[config.mk]
export PLATFORM = sky130hd
export DESIGN_NAME = lsu_controller
export DESIGN_NICKNAME = d
export VERILOG_FILES = /design/src/rtl/lsu_controller.sv
export SDC_FILE = /design/constraint.sdc
export NUM_CORES = 1
export LEC_CHECK = 0
export ABC_AREA = 0
export CAP_MARGIN = 15
export CORE_UTILIZATION = 46
export CTS_CLUSTER_DIAMETER = 120
export CTS_CLUSTER_SIZE = 24
export DETAILED_ROUTE_END_ITERATION = 8
export PLACE_DENSITY = 0.87
export SLEW_MARGIN = 20
export SYNTH_ARGS = -nofsm -noshare
export SYNTH_HDL_FRONTEND = slang
export SYNTH_SLANG_ARGS = --single-unit
[constraint.sdc]
create_clock -name clk -period 2.1 [get_ports clk]
set_input_delay 0.42 -clock clk [delete_from_list [all_inputs] [get_ports clk]]
set_output_delay 0.42 -clock clk [all_outputs]
set_load 0.1 [all_outputs]
[src/rtl/lsu_controller.sv]
// Load/store sequencer: validates a core memory access, runs the
// request/grant/response handshake on the data bus, and returns
// extended load data or a fault status with a one-cycle done pulse.
module lsu_controller #(
   parameter int unsigned TIMEOUT = 255
) (
   input  logic        clk,
   input  logic        rst_n,
   input  logic        start,
   input  logic        is_store,
   input  logic [2:0]  rwmm,
   input  logic [31:0] addr,
   input  logic [31:0] wdata,
   output logic        busy,
   output logic        done,
   output logic [31:0] rdata,
   output logic        misaligned,
   output logic        bus_err,
   output logic        mem_req,
   output logic        mem_we,
   output logic [31:0] mem_addr,
   output logic [3:0]  mem_be,
   output logic [31:0] mem_wdata,
   input  logic        mem_gnt,
   input  logic        mem_rvalid,
   input  logic [31:0] mem_rdata
);

   typedef enum logic [1:0] {S_IDLE, S_REQ, S_WAIT, S_FAULT} state_t;

   localparam logic [15:0] LIMIT = 16'(TIMEOUT - 1);

   state_t      r_state, w_state_nxt;
   logic        r_is_store, w_is_store;
   logic [2:0]  r_mode, w_mode;
   logic [1:0]  r_alo, w_alo;
   logic [15:0] r_cnt, w_cnt;
   logic        r_done, w_done;
   logic        r_mis, w_mis;
   logic        r_berr, w_berr;
   logic [31:0] r_rdata, w_rdata;
   logic        r_mem_req, w_mem_req;
   logic        r_mem_we, w_mem_we;
   logic [31:0] r_mem_addr, w_mem_addr;
   logic [3:0]  r_mem_be, w_mem_be;
   logic [31:0] r_mem_wdata, w_mem_wdata;

   logic        w_illegal, w_misal, w_timeout;
   logic [3:0]  w_be;
   logic [31:0] w_wd, w_shift, w_ext;

   // Request decode from the live inputs: legality, lanes and replicated data.
   always_comb begin
      if (is_store) w_illegal = (rwmm > 3'b010);
      else          w_illegal = (rwmm == 3'b011) || (rwmm == 3'b110) || (rwmm == 3'b111);
      w_misal = ((rwmm[1:0] == 2'b01) && addr[0]) ||
                ((rwmm[1:0] == 2'b10) && (addr[1:0] != 2'b00));
      case (rwmm[1:0])
         2'b00:   begin w_be = 4'b0001 << addr[1:0]; w_wd = {4{wdata[7:0]}};  end
         2'b01:   begin w_be = 4'b0011 << addr[1:0]; w_wd = {2{wdata[15:0]}}; end
         default: begin w_be = 4'b1111;              w_wd = wdata;            end
      endcase
   end

   // Load data alignment and sign/zero extension based on the latched mode.
   always_comb begin
      w_shift = mem_rdata >> {r_alo, 3'b000};
      case (r_mode)
         3'b000:  w_ext = {{24{w_shift[7]}}, w_shift[7:0]};
         3'b100:  w_ext = {24'h0, w_shift[7:0]};
         3'b001:  w_ext = {{16{w_shift[15]}}, w_shift[15:0]};
         3'b101:  w_ext = {16'h0, w_shift[15:0]};
         default: w_ext = w_shift;
      endcase
   end

   // Next-state and next-output logic; all outputs are registered.
   always_comb begin
      w_state_nxt = r_state;
      w_is_store  = r_is_store;
      w_mode      = r_mode;
      w_alo       = r_alo;
      w_cnt       = r_cnt;
      w_done      = 1'b0;
      w_mis       = 1'b0;
      w_berr      = 1'b0;
      w_rdata     = r_rdata;
      w_mem_req   = r_mem_req;
      w_mem_we    = r_mem_we;
      w_mem_addr  = r_mem_addr;
      w_mem_be    = r_mem_be;
      w_mem_wdata = r_mem_wdata;
      // >= rather than == so a grant on the last budgeted cycle leaves WAIT no slack
      w_timeout   = (r_cnt >= LIMIT);
      case (r_state)
         S_IDLE: begin
            w_cnt = '0;
            if (start) begin
               w_is_store = is_store;
               w_mode     = rwmm;
               w_alo      = addr[1:0];
               if (w_illegal || w_misal) begin
                  w_state_nxt = S_FAULT;
                  w_done      = 1'b1;
                  w_mis       = 1'b1;
               end else begin
                  w_state_nxt = S_REQ;
                  w_mem_req   = 1'b1;
                  w_mem_we    = is_store;
                  w_mem_addr  = {addr[31:2], 2'b00};
                  w_mem_be    = w_be;
                  w_mem_wdata = w_wd;
               end
            end
         end
         S_REQ: begin
            w_cnt = r_cnt + 16'd1;
            if (mem_gnt) begin
               w_mem_req = 1'b0;
               w_mem_we  = 1'b0;
               if (r_is_store) begin
                  w_done      = 1'b1;
                  w_state_nxt = S_IDLE;
               end else begin
                  w_state_nxt = S_WAIT;
               end
            end else if (w_timeout) begin
               w_mem_req   = 1'b0;
               w_mem_we    = 1'b0;
               w_done      = 1'b1;
               w_berr      = 1'b1;
               w_state_nxt = S_IDLE;
            end
         end
         S_WAIT: begin
            w_cnt = r_cnt + 16'd1;
            if (mem_rvalid) begin
               w_rdata     = w_ext;
               w_done      = 1'b1;
               w_state_nxt = S_IDLE;
            end else if (w_timeout) begin
               w_done      = 1'b1;
               w_berr      = 1'b1;
               w_state_nxt = S_IDLE;
            end
         end
         default: w_state_nxt = S_IDLE;
      endcase
   end

   // State and output registers.
   always_ff @(posedge clk or negedge rst_n) begin
      if (!rst_n) begin
         r_state     <= S_IDLE;
         r_is_store  <= 1'b0;
         r_mode      <= '0;
         r_alo       <= '0;
         r_cnt       <= '0;
         r_done      <= 1'b0;
         r_mis       <= 1'b0;
         r_berr      <= 1'b0;
         r_rdata     <= '0;
         r_mem_req   <= 1'b0;
         r_mem_we    <= 1'b0;
         r_mem_addr  <= '0;
         r_mem_be    <= '0;
         r_mem_wdata <= '0;
      end else begin
         r_state     <= w_state_nxt;
         r_is_store  <= w_is_store;
         r_mode      <= w_mode;
         r_alo       <= w_alo;
         r_cnt       <= w_cnt;
         r_done      <= w_done;
         r_mis       <= w_mis;
         r_berr      <= w_berr;
         r_rdata     <= w_rdata;
         r_mem_req   <= w_mem_req;
         r_mem_we    <= w_mem_we;
         r_mem_addr  <= w_mem_addr;
         r_mem_be    <= w_mem_be;
         r_mem_wdata <= w_mem_wdata;
      end
   end

   assign busy       = (r_state != S_IDLE);
   assign done       = r_done;
   assign misaligned = r_mis;
   assign bus_err    = r_berr;
   assign rdata      = r_rdata;
   assign mem_req    = r_mem_req;
   assign mem_we     = r_mem_we;
   assign mem_addr   = r_mem_addr;
   assign mem_be     = r_mem_be;
   assign mem_wdata  = r_mem_wdata;

endmodule

==> run_results.csv, run 1 <==
group,metric,value,unit
sta,relSlewSlack,0.640,
yosys,syn_area,6030,um2
sta,fin_crit_sh,0.944,
global_routing,grt_use_total,0.272,
drt,drt_drc_violations_left,0,
drt,drt_pass1_iterations,5,
run,drv_cap,0,
finish,final_common_cell,"buf_4",
yosys,yosysWarnings,0,
drt,antenna_left,0,
global_routing,grt_pass1_vias,5560,
yosys,synth_ff_type,"dfrtp_1",
placement,place.port_buffers,208,
critical_path,worstPathArrival,1.56,ns
critical_path,path_max_fanout,6,
clocking,clock_path_buffers,2,
yosys,yosysSeqAreaShare,0.527,
yosys,synthAdderAreaFrac,0.0124,
clocking,cts_tree,"done",
global_routing,grt_pass1_wl,27700,um
sta,setup-violations-final,0,
finish,nets,886,
yosys,ys_types,52,
clocking,clkLatencyLatePin,0.42,ns
floorplan,die_w,117,um
placement,dp_cells,927,
yosys,synthTopCellsByArea,"dfrtp_1, mux2_2, mux2i_1",
critical_path,path_class,"reg -> out",
global_routing,grt_max_degree,45,
finish,n_antenna_cell,0,
finish,final_cells,960,
global_routing,grt-ovfl-total,0,
yosys,avgSynthCellArea,11.0,um2
yosys,yosys.area_share.simple,0.111,
floorplan,die_h,117,um
run_status,status,"completed",
critical_path,worstSetupStartpointType,"flip-flop",
drt,viasPerCell,5.44,
sta,max_clock_freq,504,MHz
hold_path,min_path_type,"in -> async",
clocking,ctsHtreeMaxLevel,4,
placement,dp_hpwl,12900,um
yosys,synth_compound_area_frac,0.143,
floorplan,fp.coreArea,12700,um2
yosys,synthCells,548,
yosys,ys_seq_elements,127,
finish,fill_cells,957,
sta,drv_slew,0,
floorplan,initial_core_util,0.474,
global_routing,grt_antenna_before_repair,0,
critical_path,setup.worst_path.start,"r_state[1]$_DFFE_PN0N_",
critical_path,required,1.68,ns
yosys,synthArstFlopShare,1.00,
yosys,yosys.area.top_type,"dfrtp_1",
sta,finalHoldViolations,0,
drt,vias,5220,
yosys,synth_top_family_by_area,"multiplexers",
yosys,synthXorXnorAreaFrac,0.00871,
clocking,clk_pin_slew,0.06,ns
sta,tightest_slew,0.537,ns
critical_path,critPathCaptureType,"output pin",
clocking,cts-buffers-inserted,17,
sta,rsz0062_at_grt,"false",
drt,drt-initial-drc-count,214,
drt,routed_wl,17400,um
finish,drive_above_1_share,0.286,
critical_path,r2r-start,"r_state[0]$_DFFE_PN0N_",
yosys,synthMuxAreaShare,0.167,
placement,gp_congestion,0.853,
yosys,synth_edf_count,0,
floorplan,fp-row-count,41,
clocking,cts.sinks,127,
floorplan,io_pins,211,
finish,syn2layout_area_growth,46.8,%
sta,final.setup_skew,0.00529,ns
floorplan,dieArea,13600,um2
sta,layout_min_cycle_time,1.98,ns
yosys,synth_top_area_share,0.527,
clocking,cts_root_buf,"clkbuf_16",
finish,final_cell_mix,"buf_4, dfrtp_1, clkdlybuf4s50_1",
drt,wl_per_cell,18.1,um
## worst max-delay path, cell delays in order (launching register included)
cell     delay (ns)
dfrtp_1        0.40
inv_1          0.13
ha_1           0.29
inv_1          0.13
buf_12         0.18
## registers in the layout, summed over array words and instances (netlist names)
register,flops
r_alo,2
mem_be,4
done,1
mem_we,1
misaligned,1
r_cnt,16
mem_addr,30
bus_err,1
r_state,2
mem_wdata,32
r_is_store,1
r_mode,3
rdata,32
mem_req,1
## worst paths after layout
| path | end | slack, ns | cells past startpoint |
|---|---|---|---|
| max in group asynchronous | r_cnt[5]$_DFFE_PN0P_ | 0.97 | 3 |
| worst max-delay path | busy | 0.12 | 4 |
| worst min-delay path | rdata[4]$_DFFE_PN0P_ | 0.45 | 2 |
| min in group clk | mem_wdata[26]$_DFFE_PN0P_ | 0.48 | 2 |
| worst max register to register | r_cnt[15]$_DFFE_PN0P_ | 0.26 | 5 |
| worst min register to register | mem_wdata[26]$_DFFE_PN0P_ | 0.48 | 2 |
## repair_timing
action,4_1_cts,5_1_grt
hold endpoints to repair,22,0
setup buffers,0,0
hold buffers,1,0
gates resized for setup,0,0
## cell families after synthesis
| logic type | after synthesis |
|---|---|
| simple gates | 137 |
| compound gates | 135 |
| flops | 127 |
| mux | 93 |
| buf+inv | 43 |
| fa+ha+maj | 6 |
| xor+xnor | 6 |
| other cells | 1 |
## cells in the mapped netlist (all sizes together), types with 8 or more instances
| cell type | count |
|---|---|
| a21oi | 28 |
| and2 | 10 |
| buf | 14 |
| clkbuf | 21 |
| dfrtp | 127 |
| inv | 8 |
| mux2 | 52 |
| mux2i | 40 |
| nand2 | 44 |
| nand3 | 8 |
| nor2 | 35 |
| nor2b | 11 |
| o21ai | 48 |
| o22a | 16 |
## area by class of cell
| class | instances | area, um2 | area share |
|---|---|---|---|
| Tap cell | 172 | 215 | 0.0243 |
| Clock inverter | 12 | 118 | 0.0133 |
| Clock buffer | 20 | 457 | 0.0516 |
| Inverter | 8 | 30.0 | 0.00339 |
| Multi-Input combinational cell | 379 | 2680 | 0.303 |
| Timing Repair Buffer | 242 | 2180 | 0.246 |
| Sequential cell | 127 | 3180 | 0.359 |
## routing by layer
layer,routed length (um),vias to the layer above,track usage
met5,0,-,0
met4,483,0,0.120
met3,1630,36,0.102
met2,8790,240,0.476
met1,6510,2522,0.294
li1,-,2422,-
## metrics by stage
step	cell area [um2]	TNS, ns	utilization	hold WS, ns	setup slack (ns)
after floorplan	6030	0	-	0.124	0.176
after global placement	8270	-10.84	0.650	0.352	-0.167
after detailed placement	8270	-13.02	0.650	0.350	-0.218
after CTS	8850	0	0.696	0.450	0.118
after global routing	8850	0	0.696	0.487	0.0424
final	8850	0	0.696	0.452	0.117
Power of run 1 is not shown: default switching activity piles up to over one toggle a cycle in this logic, so the estimate is an artifact.
==> run 2: changes to the inputs <==
--- a/config.mk
+++ b/config.mk
@@ -11,7 +11,7 @@
 export CTS_CLUSTER_DIAMETER = 120
 export CTS_CLUSTER_SIZE = 24
 export DETAILED_ROUTE_END_ITERATION = 8
-export PLACE_DENSITY = 0.87
+export PLACE_DENSITY = 0.88
 export SLEW_MARGIN = 20
 export SYNTH_ARGS = -nofsm -noshare
 export SYNTH_HDL_FRONTEND = slang
==> run_results.csv, run 2 (synthesis results as in run 1) <==
group,metric,value,unit
clocking,ctsHtreeMaxLevel,4,
critical_path,path_max_fanout,6,
floorplan,dieArea,13600,um2
finish,syn2layout_area_growth,47.2,%
finish,drive_above_1_share,0.281,
clocking,cts_root_buf,"clkbuf_16",
clocking,ctsResizeCount,0,
critical_path,cp_slowest_stage_delay,0.40,ns
sta,layout_min_cycle_time,2.00,ns
global_routing,grt_pass1_vias,5307,
clocking,cts_tree,"done",
critical_path,cp_cell_sequence,"inv_1 -> ha_1 -> inv_1 -> buf_12",
sta,fin_crit_sh,0.951,
floorplan,initial_core_util,0.474,
drt,antenna_left,0,
critical_path,critPathCaptureType,"output pin",
global_routing,grt_use_total,0.254,
hold_path,min_path_type,"reg -> reg",
critical_path,worstSetupStartpointType,"flip-flop",
sta,max_clock_freq,501,MHz
floorplan,fp.coreArea,12700,um2
finish,final_common_cell,"buf_4",
sta,relSlewSlack,0.619,
drt,wl_per_cell,17.3,um
finish,final_cells,959,
drt,drt-initial-drc-count,330,
critical_path,path_class,"reg -> out",
placement,dp_hpwl,12500,um
finish,fill_cells,912,
finish,final_cell_mix,"buf_4, dfrtp_1, clkdlybuf4s50_1",
floorplan,fp-row-count,41,
run,drv_cap,0,
floorplan,io_pins,211,
finish,n_antenna_cell,0,
critical_path,reg2reg_to,"mem_addr[3]$_DFFE_PN0P_",
sta,final.setup_skew,0.00760,ns
global_routing,grt_pass1_wl,25700,um
sta,setup-violations-final,0,
placement,place.port_buffers,208,
critical_path,critPathSlowestCell,"dfrtp_1",
clocking,clock_path_buffers,2,
hold_path,min_to,"mem_wdata[29]$_DFFE_PN0P_",
global_routing,grt_max_degree,47,
drt,viasPerCell,5.34,
sta,finalHoldViolations,0,
global_routing,grt-ovfl-total,0,
clocking,clk_pin_slew,0.05,ns
sta,tightest_slew,0.571,ns
floorplan,die_h,117,um
sta,drv_slew,0,
critical_path,path_common_cell,"inv_1",
hold_path,holdCritStartpoint,"mem_wdata[29]$_DFFE_PN0P_",
clocking,clkLatencyLatePin,0.42,ns
floorplan,die_w,117,um
global_routing,grt_antenna_before_repair,0,
drt,routed_wl,16600,um
run_status,status,"completed",
drt,vias,5125,
sta,layout_setup_ws,0.102,ns
placement,dp_cells,928,
critical_path,required,1.68,ns
critical_path,r2r-start,"r_state[1]$_DFFE_PN0N_",
clocking,cts.sinks,127,
drt,drt_pass1_iterations,4,
sta,rsz0062_at_grt,"false",
placement,place_ws,-0.236,ns
critical_path,worstPathArrival,1.58,ns
hold_path,whs_path_depth,2,
sta,finalSetupTns,0,ns
placement,gp_congestion,0.886,
critical_path,ff2ff_setup_slack,0.29,ns
critical_path,reg2regPathDepth,6,
drt,drt_drc_violations_left,0,
clocking,cts-buffers-inserted,17,
finish,nets,887,
## run 2: cell count changes in the layout (fill, tap and decap cells not counted)
cell	delta
clkinv_2	-6
clkbuf_1	+3
clkbuf_8	+2
buf_12	+1
clkinvlp_4	-1
## run 2: routing by layer
layer | GRT usage | share of wire | vias up
met5 | 0 | 0 | -
li1 | - | - | 2419
met4 | 0.110 | 0.021 | 0
met3 | 0.0944 | 0.088 | 28
met1 | 0.282 | 0.38 | 2476
met2 | 0.435 | 0.51 | 202
## run 2: critical path: cells and delay by family (launching register included)
kind / cells / cell delay, ns
adder cells (fa/ha/maj): 1 / 0.29
buffers and inverters: 3 / 0.46
flip-flops: 1 / 0.40
## run 2: metrics by stage
stage | hold slack, ns | cell area (um2) | util
finish | 0.487 | 8880 | 0.698
global route | 0.512 | 8880 | 0.698
CTS | 0.493 | 8880 | 0.698
detailed placement | 0.449 | 8290 | 0.652
global placement | 0.436 | 8290 | 0.652
floorplan | 0.124 | 6030 | -
## run 2: area by class of cell
cell class	instances	area, um2	area share
clock buffer	25	495	0.0558
multi-input combinational	379	2680	0.302
inverter	8	30.0	0.00338
clock inverter	5	80.1	0.00902
tap	172	215	0.0242
sequential	127	3180	0.358
timing repair buffer	243	2200	0.248
## run 2: worst max-delay path by stage
| stage | startpoint | endpoint | slack (ns) |
|---|---|---|---|
| 2_1_floorplan | rwmm[0] | mem_we$_DFFE_PN0P_ | 0.18 |
| 3_3_place_gp | addr[0] | mem_wdata[6]$_DFFE_PN0P_ | -0.16 |
| 3_5_place_dp | rwmm[0] | mem_wdata[27]$_DFFE_PN0P_ | -0.24 |
| 4_1_cts | r_state[0]$_DFFE_PN0N_ | busy | 0.12 |
| 5_1_grt | r_state[1]$_DFFE_PN0N_ | busy | 0.02 |
| 6_report | r_state[1]$_DFFE_PN0N_ | busy | 0.10 |
## run 2: repair_timing
item | 4_1_cts | 5_1_grt
hold buffers | 1 | 0
buffers inserted | 0 | 0
hold endpoints to repair | 5 | 0
Power of run 2 is left out for the same reason.
==> run 3: changes to the inputs <==
--- a/config.mk
+++ b/config.mk
@@ -6,11 +6,12 @@
 export NUM_CORES = 1
 export LEC_CHECK = 0
 export ABC_AREA = 0
-export CAP_MARGIN = 15
+export CAP_MARGIN = 40
 export CORE_UTILIZATION = 46
 export CTS_CLUSTER_DIAMETER = 120
 export CTS_CLUSTER_SIZE = 24
 export DETAILED_ROUTE_END_ITERATION = 8
+export GPL_TIMING_DRIVEN = 0
 export PLACE_DENSITY = 0.88
 export SLEW_MARGIN = 20
 export SYNTH_ARGS = -nofsm -noshare
==> run_results.csv, run 3 (synthesis results as in run 1) <==
group,metric,value,unit
floorplan,initial_core_util,0.474,
global_routing,grt_max_degree,71,
placement,dpl-instance-area,10300,um2
critical_path,path_class,"in -> reg",
floorplan,fp-row-count,41,
clocking,cts_root_buf,"clkbuf_16",
drt,drt_drc_violations_left,0,
hold_path,min_path_type,"in -> reg",
critical_path,critPathSlowestCell,"clkdlybuf4s50_1",
drt,antenna_left,0,
global_routing,grt_antenna_before_repair,2,
clocking,clkLatencyLatePin,0.42,ns
sta,max_clock_freq,477,MHz
drt,routed.top_layer,"met5",
drt,vias,6395,
global_routing,grt_pass1_wl,38300,um
floorplan,dieArea,13600,um2
finish,layout.area.seq,3180,um2
drt,routed_wl,25600,um
drt,drt-initial-drc-count,608,
finish,nets,994,
critical_path,required,2.41,ns
run,drv_cap,0,
floorplan,die_w,117,um
sta,rsz0062_at_grt,"true",
critical_path,path_max_fanout,10,
critical_path,worstSetupStartpointType,"input pin",
clocking,ctsHtreeMaxLevel,4,
finish,multi_input_area,2710,um2
critical_path,reg2regPathDepth,7,
global_routing,grt-ovfl-total,0,
finish,final_cell_area,10900,um2
drt,wl_met2,12900,um
finish,final_cell_mix,"clkdlybuf4s50_1, dfrtp_1, buf_8",
critical_path,ff2ff_setup_slack,0.02,ns
sta,layout_min_cycle_time,2.09,ns
run_status,status,"completed",
clocking,cts.sinks,127,
sta,relSlewSlack,0.479,
placement,dp_hpwl,17500,um
critical_path,cp_slowest_stage_delay,0.59,ns
finish,drive_above_1_share,0.246,
sta,final.setup_skew,0.00985,ns
critical_path,cpLargestDelayFamily,"buffers and inverters",
drt,wl_per_cell,23.9,um
drt,viasPerCell,5.98,
clocking,cts_tree,"done",
sta,setup-violations-final,0,
sta,finalHoldViolations,0,
finish,syn2layout_area_growth,80.9,%
critical_path,r2r-start,"r_state[0]$_DFFE_PN0N_",
critical_path,worstPathArrival,2.40,ns
placement,gp_congestion,0.886,
floorplan,io_pins,211,
critical_path,setup.worst_path.start,"rwmm[1]",
finish,fill_cells,528,
sta,tightest_slew,0.782,ns
critical_path,reg2reg_to,"r_cnt[10]$_DFFE_PN0P_",
critical_path,crit_buf_inv,3,
sta,drv_slew,0,
drt,drt_pass1_iterations,5,
floorplan,die_h,117,um
floorplan,fp.coreArea,12700,um2
critical_path,crit_cells,5,
finish,final_common_cell,"clkdlybuf4s50_1",
global_routing,grt_use_total,0.391,
sta,whs,0.397,ns
global_routing,grt_pass1_vias,6878,
clocking,clk_pin_slew,0.06,ns
sta,fin_crit_sh,0.997,
clocking,cts-buffers-inserted,17,
critical_path,endpoint,"mem_wdata[29]$_DFFE_PN0P_",
clocking,clock_path_buffers,2,
critical_path,cp_cell_sequence,"clkdlybuf4s50_1 -> buf_1 -> clkbuf_2 -> a21oi_1 -> o21ai_0",
critical_path,critPathCaptureType,"flip-flop",
drt,wl_met1,8650,um
drt,routed-wl-met3,2370,um
placement,place.port_buffers,208,
## run 3: cell count changes in the layout (fill, tap and decap cells not counted), sizes merged, moves of 2 or more
cell	change
clkinv	+7
clkbuf	+14
dlygate4sd2	+4
clkdlybuf4s50	+96
buf	-17
clkinvlp	+2
dlymetal6s2s	+3
## run 3: layout make-up
cell class	count	area share
antenna	1	0.000229
inverter	8	0.00275
clock inverter	14	0.0133
multi-input combinational	379	0.248
timing repair buffer	316	0.370
clock buffer	18	0.0393
tap	172	0.0197
buffer	34	0.0155
sequential	127	0.291
## run 3: how the worst min path moves through the flow
stage / startpoint / endpoint / slack [ns] / cells past startpoint
after floorplan: rst_n / bus_err$_DFF_PN0_ / 0.12 / 0
after global placement: mem_wdata[25]$_DFFE_PN0P_ / mem_wdata[25]$_DFFE_PN0P_ / 0.46 / 2
after detailed placement: rst_n / mem_wdata[6]$_DFFE_PN0P_ / 0.43 / 1
after CTS: mem_wdata[28]$_DFFE_PN0P_ / mem_wdata[28]$_DFFE_PN0P_ / 0.50 / 2
after global routing: rwmm[2] / r_mode[2]$_DFFE_PN0P_ / 0.40 / 2
final: rwmm[2] / r_mode[2]$_DFFE_PN0P_ / 0.40 / 2
## run 3: repair_timing
item,4_1_cts,5_1_grt
endpoints found under the hold margin,51,0
pin swaps,0,1
gates resized for setup,21,11
setup buffers,0,2
gates cloned,0,0
hold buffers,1,0
setup endpoints to repair,92,79
## run 3: metal layers
layer  vias up  track usage
li1       2636            -
met1      3072        0.415
met2       538        0.685
met3       147        0.116
met4         2        0.239
met5         -            0
## run 3: stage by stage
stage	cells	setup slack, ns	utilization	TNS (ns)
after floorplan	549	0.176	-	0
after global placement	929	-4.18	0.655	-568.68
after detailed placement	1034	-0.673	0.806	-43.09
after CTS	1065	0.00991	0.854	0
after global routing	1069	-0.0430	0.857	-0.307
final	1069	0.00544	0.857	0
Power of run 3 is left out for the same reason.
